**config.mk**
```make
export PLATFORM = sky130hd
export DESIGN_NAME = lsu_reservation_station_flat
export DESIGN_NICKNAME = d
export VERILOG_FILES = /design/src/rtl/lsu_reservation_station_if.sv /design/src/rtl/lsu_reservation_station.sv /design/src/flat_wrapper.sv
export SDC_FILE = /design/constraint.sdc
export NUM_CORES = 1
export LEC_CHECK = 0
export BUFFER_PORTS_ARGS = -buffer_cell sky130_fd_sc_hd__buf_4
export CORE_MARGIN = 1
export CORE_UTILIZATION = 43
export DETAILED_ROUTE_END_ITERATION = 8
export GPL_TIMING_DRIVEN = 0
export MAX_ROUTING_LAYER = met4
export SYNTH_ARGS = -nofsm -noshare
export SYNTH_HDL_FRONTEND = slang
export SYNTH_SLANG_ARGS = --single-unit
```
**constraint.sdc**
```tcl
create_clock -name clk -period 10.2 [get_ports clk]
set_input_delay 0.51 -clock clk [delete_from_list [all_inputs] [get_ports clk]]
set_output_delay 0.51 -clock clk [all_outputs]
set_load 0.005 [all_outputs]
```
**src/rtl/lsu_reservation_station_if.sv**
```systemverilog
// lsu_reservation_station_if: dispatch, CDB snoop, mis-predict flush and load/store issue signals of the LSU reservation station.
interface lsu_reservation_station_if #(
  parameter int XLEN  = 32,
  parameter int TAG_W = 6,
  parameter int OP_W  = 4
);
  logic             mis_pred;
  logic             disp_valid;
  logic [OP_W-1:0]  disp_op;
  logic [TAG_W-1:0] disp_rob;
  logic             disp_v1;
  logic             disp_v2;
  logic [XLEN-1:0]  disp_opnd1;
  logic [XLEN-1:0]  disp_opnd2;
  logic [XLEN-1:0]  disp_offset;
  logic             full;
  logic             cdb_valid;
  logic [TAG_W-1:0] cdb_tag;
  logic [XLEN-1:0]  cdb_value;
  logic             ld_valid;
  logic             ld_ready;
  logic [XLEN-1:0]  ld_addr;
  logic [2:0]       ld_width;
  logic [TAG_W-1:0] ld_rob;
  logic             st_valid;
  logic             st_ready;
  logic [XLEN-1:0]  st_addr;
  logic [XLEN-1:0]  st_data;
  logic [2:0]       st_width;
  logic [TAG_W-1:0] st_rob;
  modport master (
    output mis_pred, disp_valid, disp_op, disp_rob, disp_v1, disp_v2, disp_opnd1, disp_opnd2, disp_offset,
           cdb_valid, cdb_tag, cdb_value, ld_ready, st_ready,
    input  full, ld_valid, ld_addr, ld_width, ld_rob, st_valid, st_addr, st_data, st_width, st_rob
  );
  modport slave (
    input  mis_pred, disp_valid, disp_op, disp_rob, disp_v1, disp_v2, disp_opnd1, disp_opnd2, disp_offset,
           cdb_valid, cdb_tag, cdb_value, ld_ready, st_ready,
    output full, ld_valid, ld_addr, ld_width, ld_rob, st_valid, st_addr, st_data, st_width, st_rob
  );
endinterface

```
**src/rtl/lsu_reservation_station.sv**
```systemverilog
// lsu_reservation_station: age-ordered load/store reservation station with CDB wakeup and flush.
// Define LSRS_MEM_ORDER_EN to hold loads behind older stores and issue stores strictly in age order.
module lsu_reservation_station #(
  parameter int DEPTH = 4,
  parameter int XLEN  = 32,
  parameter int TAG_W = 6,
  parameter int OP_W  = 4
) (
  input logic clk,
  input logic reset,
  lsu_reservation_station_if.slave rs
);
  localparam int IW = $clog2(DEPTH);
  localparam int CW = $clog2(DEPTH + 1);
  logic [DEPTH-1:0] r_valid, r_v1, r_v2;
  logic [OP_W-1:0]  r_op  [DEPTH];
  logic [TAG_W-1:0] r_rob [DEPTH];
  logic [XLEN-1:0]  r_o1  [DEPTH];
  logic [XLEN-1:0]  r_o2  [DEPTH];
  logic [XLEN-1:0]  r_off [DEPTH];
  // r_older[i][j] set means entry j was dispatched before entry i
  logic [DEPTH-1:0] r_older [DEPTH];
  logic [CW-1:0]    r_count;
  logic             r_ld_lock, r_st_lock;
  logic [IW-1:0]    r_ld_idx, r_st_idx;
  logic [DEPTH-1:0] w_st_held, w_ld_rdy, w_st_rdy;
  logic             w_ld_any, w_st_any, w_ld_v, w_st_v, w_ld_fire, w_st_fire, w_disp, w_byp1, w_byp2;
  logic [IW-1:0]    w_ld_sel, w_st_sel, w_ld_idx, w_st_idx, w_free;
  always_comb begin
    w_st_held = '0;
    w_ld_rdy  = '0;
    w_st_rdy  = '0;
    for (int i = 0; i < DEPTH; i++) w_st_held[i] = r_valid[i] && r_op[i][OP_W-1];
    for (int i = 0; i < DEPTH; i++) begin
`ifdef LSRS_MEM_ORDER_EN
      w_ld_rdy[i] = r_valid[i] && !r_op[i][OP_W-1] && r_v1[i] && r_v2[i] && !(|(r_older[i] & w_st_held));
      w_st_rdy[i] = w_st_held[i] && r_v1[i] && r_v2[i] && !(|(r_older[i] & w_st_held));
`else
      w_ld_rdy[i] = r_valid[i] && !r_op[i][OP_W-1] && r_v1[i] && r_v2[i];
      w_st_rdy[i] = w_st_held[i] && r_v1[i] && r_v2[i];
`endif
    end
  end
  always_comb begin
    w_ld_any = 1'b0;
    w_st_any = 1'b0;
    w_ld_sel = '0;
    w_st_sel = '0;
    w_free   = '0;
    for (int i = 0; i < DEPTH; i++) begin
      if (w_ld_rdy[i] && !(|(r_older[i] & w_ld_rdy))) begin
        w_ld_any = 1'b1;
        w_ld_sel = IW'(i);
      end
      if (w_st_rdy[i] && !(|(r_older[i] & w_st_rdy))) begin
        w_st_any = 1'b1;
        w_st_sel = IW'(i);
      end
    end
    for (int i = DEPTH - 1; i >= 0; i--) w_free = !r_valid[i] ? IW'(i) : w_free;
  end
  // an offered op stays locked until accepted, so a late-woken older op cannot pre-empt it
  assign w_ld_idx  = r_ld_lock ? r_ld_idx : w_ld_sel;
  assign w_st_idx  = r_st_lock ? r_st_idx : w_st_sel;
  assign w_ld_v    = !rs.mis_pred && (r_ld_lock || w_ld_any);
  assign w_st_v    = !rs.mis_pred && (r_st_lock || w_st_any);
  assign w_ld_fire = w_ld_v && rs.ld_ready;
  assign w_st_fire = w_st_v && rs.st_ready;
  assign w_disp    = rs.disp_valid && !rs.full && !rs.mis_pred;
  assign w_byp1    = rs.cdb_valid && !rs.disp_v1 && rs.disp_opnd1[TAG_W-1:0] == rs.cdb_tag;
  assign w_byp2    = rs.cdb_valid && !rs.disp_v2 && rs.disp_opnd2[TAG_W-1:0] == rs.cdb_tag;
  assign rs.full     = r_count == CW'(DEPTH);
  assign rs.ld_valid = w_ld_v;
  assign rs.ld_addr  = r_o1[w_ld_idx] + r_off[w_ld_idx];
  assign rs.ld_width = r_op[w_ld_idx][2:0];
  assign rs.ld_rob   = r_rob[w_ld_idx];
  assign rs.st_valid = w_st_v;
  assign rs.st_addr  = r_o1[w_st_idx] + r_off[w_st_idx];
  assign rs.st_data  = r_o2[w_st_idx];
  assign rs.st_width = r_op[w_st_idx][2:0];
  assign rs.st_rob   = r_rob[w_st_idx];
  always_ff @(posedge clk) begin
    if (reset || rs.mis_pred) begin
      r_valid   <= '0;
      r_count   <= '0;
      r_ld_lock <= 1'b0;
      r_st_lock <= 1'b0;
    end else begin
      for (int i = 0; i < DEPTH; i++) begin
        if (rs.cdb_valid && r_valid[i] && !r_v1[i] && r_o1[i][TAG_W-1:0] == rs.cdb_tag) begin
          r_o1[i] <= rs.cdb_value;
          r_v1[i] <= 1'b1;
        end
        if (rs.cdb_valid && r_valid[i] && !r_v2[i] && r_o2[i][TAG_W-1:0] == rs.cdb_tag) begin
          r_o2[i] <= rs.cdb_value;
          r_v2[i] <= 1'b1;
        end
      end
      if (w_ld_fire) r_valid[w_ld_idx] <= 1'b0;
      if (w_st_fire) r_valid[w_st_idx] <= 1'b0;
      if (w_disp) begin
        r_valid[w_free] <= 1'b1;
        r_op[w_free]    <= rs.disp_op;
        r_rob[w_free]   <= rs.disp_rob;
        r_off[w_free]   <= rs.disp_offset;
        r_v1[w_free]    <= rs.disp_v1 || w_byp1;
        r_v2[w_free]    <= rs.disp_v2 || w_byp2;
        r_o1[w_free]    <= w_byp1 ? rs.cdb_value : rs.disp_opnd1;
        r_o2[w_free]    <= w_byp2 ? rs.cdb_value : rs.disp_opnd2;
        r_older[w_free] <= r_valid;
        for (int j = 0; j < DEPTH; j++) r_older[j][w_free] <= 1'b0;
      end
      r_count   <= r_count + CW'(w_disp) - CW'(w_ld_fire) - CW'(w_st_fire);
      r_ld_lock <= w_ld_v && !rs.ld_ready;
      r_st_lock <= w_st_v && !rs.st_ready;
      r_ld_idx  <= w_ld_idx;
      r_st_idx  <= w_st_idx;
    end
  end
endmodule
```
**src/flat_wrapper.sv**
```systemverilog
// flat-port wrapper written by rule: the top's interface ports become plain ports
module lsu_reservation_station_flat 
#(
  parameter int DEPTH = 4,
  parameter int XLEN  = 32,
  parameter int TAG_W = 6,
  parameter int OP_W  = 4
)
  (clk, reset, rs_mis_pred, rs_disp_valid, rs_disp_op, rs_disp_rob, rs_disp_v1, rs_disp_v2, rs_disp_opnd1, rs_disp_opnd2, rs_disp_offset, rs_cdb_valid, rs_cdb_tag, rs_cdb_value, rs_ld_ready, rs_st_ready, rs_full, rs_ld_valid, rs_ld_addr, rs_ld_width, rs_ld_rob, rs_st_valid, rs_st_addr, rs_st_data, rs_st_width, rs_st_rob);
  lsu_reservation_station_if #(.XLEN(XLEN), .TAG_W(TAG_W), .OP_W(OP_W)) rs_i ();
  input logic clk;
  input logic reset;
  input wire logic [$bits(rs_i.mis_pred)-1:0] rs_mis_pred;
  input wire logic [$bits(rs_i.disp_valid)-1:0] rs_disp_valid;
  input wire logic [$bits(rs_i.disp_op)-1:0] rs_disp_op;
  input wire logic [$bits(rs_i.disp_rob)-1:0] rs_disp_rob;
  input wire logic [$bits(rs_i.disp_v1)-1:0] rs_disp_v1;
  input wire logic [$bits(rs_i.disp_v2)-1:0] rs_disp_v2;
  input wire logic [$bits(rs_i.disp_opnd1)-1:0] rs_disp_opnd1;
  input wire logic [$bits(rs_i.disp_opnd2)-1:0] rs_disp_opnd2;
  input wire logic [$bits(rs_i.disp_offset)-1:0] rs_disp_offset;
  input wire logic [$bits(rs_i.cdb_valid)-1:0] rs_cdb_valid;
  input wire logic [$bits(rs_i.cdb_tag)-1:0] rs_cdb_tag;
  input wire logic [$bits(rs_i.cdb_value)-1:0] rs_cdb_value;
  input wire logic [$bits(rs_i.ld_ready)-1:0] rs_ld_ready;
  input wire logic [$bits(rs_i.st_ready)-1:0] rs_st_ready;
  output wire logic [$bits(rs_i.full)-1:0] rs_full;
  output wire logic [$bits(rs_i.ld_valid)-1:0] rs_ld_valid;
  output wire logic [$bits(rs_i.ld_addr)-1:0] rs_ld_addr;
  output wire logic [$bits(rs_i.ld_width)-1:0] rs_ld_width;
  output wire logic [$bits(rs_i.ld_rob)-1:0] rs_ld_rob;
  output wire logic [$bits(rs_i.st_valid)-1:0] rs_st_valid;
  output wire logic [$bits(rs_i.st_addr)-1:0] rs_st_addr;
  output wire logic [$bits(rs_i.st_data)-1:0] rs_st_data;
  output wire logic [$bits(rs_i.st_width)-1:0] rs_st_width;
  output wire logic [$bits(rs_i.st_rob)-1:0] rs_st_rob;
  assign rs_i.mis_pred = rs_mis_pred;
  assign rs_i.disp_valid = rs_disp_valid;
  assign rs_i.disp_op = rs_disp_op;
  assign rs_i.disp_rob = rs_disp_rob;
  assign rs_i.disp_v1 = rs_disp_v1;
  assign rs_i.disp_v2 = rs_disp_v2;
  assign rs_i.disp_opnd1 = rs_disp_opnd1;
  assign rs_i.disp_opnd2 = rs_disp_opnd2;
  assign rs_i.disp_offset = rs_disp_offset;
  assign rs_i.cdb_valid = rs_cdb_valid;
  assign rs_i.cdb_tag = rs_cdb_tag;
  assign rs_i.cdb_value = rs_cdb_value;
  assign rs_i.ld_ready = rs_ld_ready;
  assign rs_i.st_ready = rs_st_ready;
  assign rs_full = rs_i.full;
  assign rs_ld_valid = rs_i.ld_valid;
  assign rs_ld_addr = rs_i.ld_addr;
  assign rs_ld_width = rs_i.ld_width;
  assign rs_ld_rob = rs_i.ld_rob;
  assign rs_st_valid = rs_i.st_valid;
  assign rs_st_addr = rs_i.st_addr;
  assign rs_st_data = rs_i.st_data;
  assign rs_st_width = rs_i.st_width;
  assign rs_st_rob = rs_i.st_rob;
  lsu_reservation_station #(.DEPTH(DEPTH), .XLEN(XLEN), .TAG_W(TAG_W), .OP_W(OP_W)) u_core (.clk(clk), .reset(reset), .rs(rs_i));
endmodule
```
==> results_dict.tcl <==
set metrics [dict create \
    status "finished clean" \
    vias_per_cell 5.890 \
    drtPass1Iterations 7 \
    drt_first_iter_violations 2561 \
    postCtsSetupBuffers 0 \
    boundaryPins 270 \
    synth_top_family_by_area "simple AND/OR/NAND/NOR gates" \
    path_cells "clkbuf_2, and4b_1, a22oi_1, and4b_1, o21ai_0, o21ai_1, buf_2, inv_2, buf_2, a31oi_1, ha_1, fa_1, a211oi_1, o21ai_0, a21oi_1, nor3_1, o211ai_2, a21boi_1, or3_1, a31oi_1, xnor2_1, buf_4" \
    start_util_pct 43.38 \
    nets 3167 \
    hold_path_class "in2reg" \
    path_depth 22 \
    dieArea_um2 64540 \
    reg2reg_from "u_core.r_v2[1]" \
    fmax_mhz 138.2 \
    power_density_nw_per_um2 137.6 \
    vias 22610 \
    track_usage_pct 30.99 \
    grt_max_degree 51 \
    core-area_um2 62970 \
    root_buffer "clkbuf_16" \
    pre_cts_ws_ns 3.768 \
    synthXorXnorAreaFrac_pct 3.912 \
    yosysSeqAreaShare_pct 49.76 \
    ir_worst_vdd_v 0.0001463 \
    wl_per_cell_um 25.77 \
    syn_avg_cell_area_um2 10.44 \
    fillers 5646 \
    path_buf_inv 5 \
    synth_nets 2838 \
    fin_crit_sh_pct 70.96 \
    crit_arrival_ns 6.73 \
    finalPower_uw 4446 \
    cts_sinks 461 \
    most-common-layout-cells "nand2_1, edfxtp_1, buf_4" \
    rsz0062_at_grt "no" \
    tns_ns 0 \
    area_growth_pct 18.27 \
    layout_commonest_cell "nand2_1" \
    yosys_warnings 0 \
    fp.dieW_um 254.0 \
    synth_compound_area_share_pct 9.230 \
    numPortBuffers 263 \
    setup_slack_ns 2.962 \
    hold_buffers 0 \
    routed_wl_um 98920 \
    synth_area_um2 27320 \
    globalRouteOverflowTotal 0 \
    reg2reg_depth 15 \
    maxCapViolations 0 \
    regArea_um2 13590 \
    clk_path_buf_depth 3 \
    cp.required_ns 9.69 \
    synth-edff-count 436 \
    synthMuxAreaShare_pct 11.49 \
    cp_max_fo 10 \
    setup.worst_path.start "u_core.r_valid[3]" \
    cpLargestDelayFamily "compound AO/OA/AOI/OAI gates" \
    yosysUniqueCellTypes 85 \
    ys_ff_latch 461 \
    num_rows 92 \
    worst_pin_slew_ns 1.171 \
    h-tree-depth 2 \
    cp_slowest_cell "fa_1" \
    multi_input_area_um2 12810 \
    cts_tree "built" \
    drc 0 \
    final_area_um2 32310 \
    dpl_cell_area_um2 30680 \
    ff2ff_setup_slack_ns 6.53 \
    setup_viol 0 \
    max_slew_margin_pct 21.90 \
    hpwl_um 70350 \
    p_leak_uw 0.01252 \
    critical_path.endpoint "rs_ld_addr[30]" \
    cts-buffers-inserted 52 \
    clk_latency_ns 0.62 \
    cp_slowest_stage_delay_ns 0.51 \
    synth_cells 2617 \
    critPathCaptureType "output pin" \
    gp_congestion 0.9350 \
    async_flop_share_pct 0 \
    postRouteAntennaNets 0 \
    synth-adder-area-share_pct 3.197 \
    die_h_um 254.0 \
    clk_pin_slew_ns 0.06 \
    hold_viol_final 0 \
    final_max_slew_viol_count 0 \
    synth_top_flop_cell "edfxtp_1" \
    whs_ns 0.09067 \
    cts_resized 0 \
    worst-setup-path-type "reg2out" \
    r2r-end "u_core.r_count[2]" \
    layout-drive-gt1-share_pct 23.51 \
    grt_pass1_vias 21840 \
    setup.worst_path.start_class "flop" \
    synthSimpleGateAreaFrac_pct 18.72 \
    grt_antenna_before_repair 7 \
    fin_crit_ns 7.238 \
    grt_pass1_wl_um 141800 \
    fin_worst_skew_ns 0.01155 \
]
-- where the power goes --
part	switching, uW	leakage [uW]	total (uW)	internal [uW]
clock	810	0.000785	1840	1030
sequential	10.9	0.00415	2110	2090
combinational	268	0.00759	504	237
total	1090	0.0125	4450	3360
-- worst reg2reg max path, cell delays in order (launching register included) --
cell and delay (ns):
edfxtp_1 0.46, and4b_1 0.30, a222oi_1 0.42, a31oi_1 0.15, nand2b_1 0.15, nand3b_1 0.14
nor2b_1 0.35, nand2_1 0.23, inv_1 0.11, fa_1 0.41, inv_1 0.07, ha_1 0.15
ha_1 0.17, xor2_1 0.19, xnor2_1 0.15, nor2_1 0.05
-- per-layer routing --
metal	wire [um]	GRT usage, %	up-vias
li1	-	-	10150
met1	41190	40.68	11130
met2	46270	49.10	1157
met3	8700	5.398	167
met4	2764	8.916	0
met5	0	-	-
-- cell families (layout without fill, tap and decap cells) --
kind of cell    after synthesis  after routing
compound gates              388            388
xor+xnor                    122            122
fa+ha+maj                    68             68
buf+inv                     193            562
flops                       461            461
mux                         259            259
other cells                   0              7
simple gates               1126           1126
-- worst min path at each step --
stage | from | end | depth (start not counted)
floorplan | u_core.r_older[1][1] | u_core.r_older[1][1] | 1
global placement | u_core.r_older[1][1] | u_core.r_older[1][1] | 1
detailed placement | u_core.r_older[1][1] | u_core.r_older[1][1] | 1
CTS | rs_disp_rob[4] | u_core.r_rob[1][4] | 1
global route | rs_disp_rob[5] | u_core.r_rob[3][5] | 1
finish | rs_disp_offset[4] | u_core.r_off[3][4] | 1
-- area by class of cell --
class	count	area share (%)
Antenna cell	7	0.05422
Buffer	160	2.738
Clock buffer	62	4.210
Clock inverter	32	0.7862
Inverter	33	0.4066
Multi-Input combinational cell	1963	39.65
Sequential cell	461	42.07
Tap cell	846	3.276
Timing Repair Buffer	275	6.805
-- cells in the mapped netlist, types with 6 or more instances --
master,count,share of area [%]
xor2_1,53,1.7
dfxtp_1,25,1.8
a31oi_1,181,4.1
o211ai_1,6,0.16
a21o_1,20,0.55
o21a_1,6,0.16
nor3b_1,6,0.16
a21oi_1,67,1.2
buf_4,12,0.33
nor3_1,19,0.35
and2_1,7,0.16
edfxtp_1,436,48
buf_1,11,0.15
nand3_1,18,0.33
buf_6,7,0.29
buf_12,6,0.44
buf_2,70,1.3
mux2_2,148,6.1
mux2_1,48,2.0
nand4_1,15,0.34
o21ai_0,38,0.70
mux2_4,60,3.3
nand2b_1,8,0.18
xnor2_1,69,2.2
ha_1,65,3.0
nor2b_1,13,0.30
inv_1,26,0.36
nand2_1,758,10
o21bai_1,12,0.33
clkbuf_1,53,0.73
and3_1,179,4.1
nor2_1,56,0.77
-- through the flow --
step	util, %	cells
after floorplan	-	2617
after global placement	48.20	3726
after detailed placement	48.72	3738
after CTS	51.28	3832
after global routing	51.31	3838
final	51.31	3839
-- flip-flops by register name (all words and copies together), names as in the netlist --
register and flops:
u_core.r_o2 128, u_core.r_off 128, u_core.r_st_idx 2, u_core.r_valid 4, u_core.r_o1 128, u_core.r_ld_idx 2, u_core.r_st_lock 1, u_core.r_op 16
u_core.r_rob 24, u_core.r_ld_lock 1, u_core.r_count 3, u_core.r_v1 4, u_core.r_older 16, u_core.r_v2 4
No activity file was read; power rests on OpenSTA's default activity.
